**src/rtl/dll_code_tracker.sv**
```systemverilog
// Post-acquisition delay-code tracker: loads the SAR result, then nudges the code by +/-1 LSB
// from majority-filtered PD decisions. Optional lock detector guarded by DLL_TRACK_LOCK_DETECT_EN.
module dll_code_tracker #(
  parameter int VOTE_TH  = 4,
  parameter int LOCK_CNT = 8
) (
  input  logic       clk_ext,
  input  logic       rst,
  input  logic       sar_done,
  input  logic [9:0] sar_q,
  input  logic       comp_valid,
  input  logic       comp,
  input  logic       freeze,
  output logic [9:0] code_out,
  output logic       code_valid,
  output logic       locked
);

  localparam int VW = $clog2(VOTE_TH) + 2;
  localparam logic signed [VW-1:0] V_POS = VW'(VOTE_TH);
  localparam logic signed [VW-1:0] V_NEG = -V_POS;
  localparam logic signed [VW-1:0] V_ONE = VW'(1);

  typedef enum logic [1:0] {IDLE, LOAD, TRACK, HOLD} state_t;

  state_t               state, state_next;
  logic                 sar_done_q;
  logic                 sar_rise;
  logic signed [VW-1:0] votes, votes_next, vote_try;
  logic                 step_up, step_dn, step_any, suppressed;

  assign sar_rise   = sar_done & ~sar_done_q;
  assign vote_try   = comp ? (votes + V_ONE) : (votes - V_ONE);
  assign code_valid = (state == TRACK) || (state == HOLD);
  assign step_any   = step_up | step_dn;
  // A step that would run off either end of the code range is swallowed but still counts as a step.
  assign suppressed = (step_up && (code_out == 10'd1023)) || (step_dn && (code_out == 10'd0));

  always_comb begin
    state_next = state;
    votes_next = votes;
    step_up    = 1'b0;
    step_dn    = 1'b0;
    case (state)
      IDLE: if (sar_done) state_next = LOAD;
      LOAD: begin
        state_next = TRACK;
        votes_next = '0;
      end
      TRACK: begin
        if (sar_rise) begin
          state_next = LOAD;
        end else if (freeze) begin
          state_next = HOLD;
        end else if (comp_valid) begin
          if (vote_try == V_POS) begin
            step_up    = 1'b1;
            votes_next = '0;
          end else if (vote_try == V_NEG) begin
            step_dn    = 1'b1;
            votes_next = '0;
          end else begin
            votes_next = vote_try;
          end
        end
      end
      HOLD: begin
        if (sar_rise) state_next = LOAD;
        else if (!freeze) state_next = TRACK;
      end
      default: state_next = IDLE;
    endcase
  end

  always_ff @(posedge clk_ext) begin
    if (rst) begin
      state      <= IDLE;
      votes      <= '0;
      sar_done_q <= 1'b0;
      code_out   <= 10'd0;
    end else begin
      state      <= state_next;
      votes      <= votes_next;
      sar_done_q <= sar_done;
      if (state == LOAD) code_out <= sar_q;
      else if (step_up && !suppressed) code_out <= code_out + 10'd1;
      else if (step_dn && !suppressed) code_out <= code_out - 10'd1;
    end
  end

`ifdef DLL_TRACK_LOCK_DETECT_EN
  localparam logic [7:0] LCNT = 8'(LOCK_CNT);

  logic       dir_up, have_dir;
  logic [7:0] rev_cnt, rev_next;

  // Reversals count only once a previous direction exists; the first step after LOAD just seeds it.
  always_comb begin
    rev_next = rev_cnt;
    if (state == LOAD) begin
      rev_next = 8'd0;
    end else if (step_any) begin
      if (suppressed) rev_next = 8'd0;
      else if (!have_dir) rev_next = rev_cnt;
      else if (step_up != dir_up) rev_next = (rev_cnt == LCNT) ? LCNT : rev_cnt + 8'd1;
      else rev_next = 8'd0;
    end
  end

  always_ff @(posedge clk_ext) begin
    if (rst) begin
      dir_up   <= 1'b1;
      have_dir <= 1'b0;
      rev_cnt  <= 8'd0;
      locked   <= 1'b0;
    end else begin
      rev_cnt <= rev_next;
      locked  <= (rev_next == LCNT);
      if (state == LOAD) begin
        have_dir <= 1'b0;
      end else if (step_any) begin
        have_dir <= 1'b1;
        dir_up   <= step_up;
      end
    end
  end
`else
  assign locked = 1'b0;
`endif

endmodule

```
**config.mk**
```make
export PLATFORM = sky130hd
export DESIGN_NAME = dll_code_tracker
export DESIGN_NICKNAME = d
export VERILOG_FILES = /design/src/rtl/dll_code_tracker.sv
export SDC_FILE = /design/constraint.sdc
export NUM_CORES = 1
export LEC_CHECK = 0
export BUFFER_PORTS_ARGS = -buffer_cell sky130_fd_sc_hd__buf_4
export CORE_AREA = 2 2 49 61
export CTS_CLUSTER_DIAMETER = 150
export DETAILED_ROUTE_END_ITERATION = 8
export DIE_AREA = 0 0 51 63
export GPL_TIMING_DRIVEN = 1
export PLACE_DENSITY = 0.76
export SYNTH_ARGS = -nofsm -noshare
export SYNTH_HDL_FRONTEND = slang
export SYNTH_SLANG_ARGS = --single-unit
export TNS_END_PERCENT = 20
```
**constraint.sdc**
```tcl
create_clock -name clk_ext -period 4.4 [get_ports clk_ext]
set_input_delay 0 -clock clk_ext [delete_from_list [all_inputs] [get_ports clk_ext]]
set_output_delay 0 -clock clk_ext [all_outputs]
set_load 0.02 [all_outputs]
```
==> results.sh <==
export IMPL_ios=28
export IMPL_tns_ps=0
export IMPL_synth_top_area_share_pct=24.9
export IMPL_crit_arrival_ps=3780
export IMPL_htree_levels=1
export IMPL_post_cts_buffers=0
export IMPL_fmax_mhz=283
export IMPL_num_vias=1427
export IMPL_grt_use_total_pct=24.6
export IMPL_p_comb_share_pct=43.2
export IMPL_die_h_um=63
export IMPL_clkLatencyLatePin_ps=310
export IMPL_crit_fanout=8
export IMPL_hold_ws_ps=11.0
export IMPL_yosys_area_top_type="dfxtp_1"
export IMPL_cp_end_kind="flop"
export IMPL_row_count=21
export IMPL_cpMostUsedCell="inv_1"
export IMPL_critPathTopFamily="simple AND/OR/NAND/NOR gates"
export IMPL_hpwl_um=2760
export IMPL_switching_power_mw=0.190
export IMPL_async_flop_share_pct=0
export IMPL_clk_path_buf_depth=2
export IMPL_synth_edf_count=0
export IMPL_finalHoldViolations=0
export IMPL_utilization_pct=63.6
export IMPL_gp_congestion=0.935
export IMPL_seq_power_share_pct=38.0
export IMPL_cap_viol_max_count=0
export IMPL_clk_transition_reported_paths_ps=110
export IMPL_postSynthAreaPerCell_um2=8.08
export IMPL_p_per_area_mw_per_mm2=288
export IMPL_first_pass_iters=4
export IMPL_coreArea_mm2=0.00265
export IMPL_crit_path_top_delay_cell="fa_1"
export IMPL_cp_cell_sequence="inv_1, fa_1, xnor2_1, and2_1, nand3_2, nor2_1, inv_1, ha_1, nor2b_1, o31a_1, o2111ai_1, a21oi_1, or3b_1, a31oi_1"
export IMPL_synth_seq_area_share_pct=24.9
export IMPL_ir_drop_uv=205
export IMPL_finalCritPeriodShare_pct=80.2
export IMPL_ys_seq_elements=17
export IMPL_ys_top_cells_by_count="dfxtp_1, a21oi_1, nor2_1"
export IMPL_fin_skew_ps=8.45
export IMPL_grt_overflow=0
export IMPL_wl_um=3620
export IMPL_synth_cell_type_count=48
export IMPL_cts_buffers=3
export IMPL_max_slew_margin_pct=49.4
export IMPL_wl_per_cell_um=15.4
export IMPL_path_buf_inv=2
export IMPL_rsz0062_at_grt="no"
export IMPL_ys_flop_type="dfxtp_1"
export IMPL_slew_violations=0
export IMPL_drt_iter0_drc=49
export IMPL_hp_class="in2reg"
export IMPL_synth_cells=169
export IMPL_pwr_share_clk_pct=18.8
export IMPL_grt_pass1_wl_um=6050
export IMPL_ctsResizeCount=0
export IMPL_drive_above_1_share_pct=18.4
export IMPL_dieArea_mm2=0.00321
export IMPL_status="complete, no violations"
export IMPL_placed_area_mm2=0.00158
export IMPL_via_per_inst=6.07
export IMPL_final_area_mm2=0.00169
export IMPL_synth_area_leaders="dfxtp_1, ha_1, a211oi_1"
export IMPL_ff2ff_setup_slack_ps=870
export IMPL_antenna_left=0
export IMPL_cp_required_ps=4650
export IMPL_start_util_pct=51.5
export IMPL_worstSetupStartpointType="flop"
export IMPL_grt_pass1_vias=1384
export IMPL_yosysWarnings=0
export IMPL_cts_tree="yes"
export IMPL_synth_area_mm2=0.00137
export IMPL_antenna_found_initial=0
export IMPL_syn_nets=198
export IMPL_cts_sinks=17
export IMPL_antenna_cells=0
export IMPL_min_period_ps=3530
export IMPL_fill_cells=247
export IMPL_setup_viol=0
export IMPL_grt_max_degree=16
export IMPL_post_synth_top_count_cell="dfxtp_1"
export IMPL_power_leakage_nw=0.723
export IMPL_portBuffers=26
export IMPL_worstSetupPathType="reg2reg"
export IMPL_p_total_mw=0.486
export IMPL_internal_power_mw=0.297
export IMPL_cts_root_buf="clkbuf_4"
export IMPL_syn_to_final_growth_pct=23.6
export IMPL_final_nets=231
export IMPL_die_w_um=51
export IMPL_switching_share_pct=39.0
export IMPL_drc_errors=0
export IMPL_cpPeakStageDelay_ps=410
export IMPL_worst_pin_slew_ps=758
-- layer usage --
layer	vias up	GRT usage (%)	routed length [um]
li1	696	-	-
met1	678	28.5	1510
met2	46	43.5	1860
met3	7	1.91	159
met4	0	12.8	89
met5	-	0	0
-- what timing repair did --
item,in CTS,in global routing
hold buffers,8,0
setup endpoints to repair,0,0
hold endpoints to repair,15,0
-- placed cells by master, fill, tap and decap left out, drive strengths merged, types with 8 or more instances in the layout --
| cell type | n |
|---|---|
| buf | 27 |
| dfxtp | 17 |
| a21oi | 14 |
| nor2 | 13 |
| nand2 | 11 |
| ha | 11 |
| o21ai | 10 |
| inv | 9 |
| a211oi | 9 |
| nand3 | 9 |
| dlygate4sd3 | 8 |
-- metrics by stage --
stage | worst slack (ps) | std cells
final | 872 | 235
after global routing | 512 | 235
after CTS | 894 | 235
after detailed placement | 922 | 223
after global placement | 1060 | 223
after floorplan | 1250 | 169
-- cell type report --
cell class                 count  area [um^2]  area share (%)
clock buffer                   3         22.5            1.33
sequential                    17          340            20.1
clock inverter                 1         5.00           0.296
inverter                       9         33.8            2.00
multi-input combinational    136          962            57.0
tap                           34         42.5            2.52
timing repair buffer          35          283            16.7
-- path summary, 6_finish.rpt --
kind	start	to	cells after the start
worst min-delay path	sar_q[3]	code_out[3]	3
worst max register to register	votes[0]	code_out[8]	14
worst min register to register	votes[2]	votes[2]	2
worst max-delay path	votes[0]	code_out[8]	14
-- registers in the layout, indices dropped and copies added (netlist names) --
name        cells
state           2
sar_done_q      1
code_out       10
votes           4
-- kinds of logic after synthesis --
group                      Yosys count  synth area share (%)
adders and majority gates           13                  13.0
and+or+nand+nor                     59                  23.6
DFF                                 17                  24.9
muxes                                3                  2.56
AOI/OAI and AO/OA                   54                  26.0
buffers and inverters               16                  4.67
other                                1                 0.274
xor gates and xnor gates             6                  4.94
-- worst register-to-register path, delay by kind of cell, from the launching register on --
family	cells	cell delay (ps)
AO/OA/AOI/OAI	4	770
AND/OR/NAND/NOR	5	1040
adder cells (fa/ha/maj)	2	780
XOR/XNOR	1	200
flip-flops	1	390
buffers and inverters	2	280
-- power groups by stage --
stage	clock network [mW]	registers (mW)	logic, mW
floorplan	0	0.195	0.136
finish	0.0915	0.185	0.210
global placement	0	0.187	0.199
global route	0.0995	0.187	0.233
detailed placement	0	0.188	0.202
CTS	0.0938	0.184	0.209
Note: power is estimated with default switching activity, not from simulation.
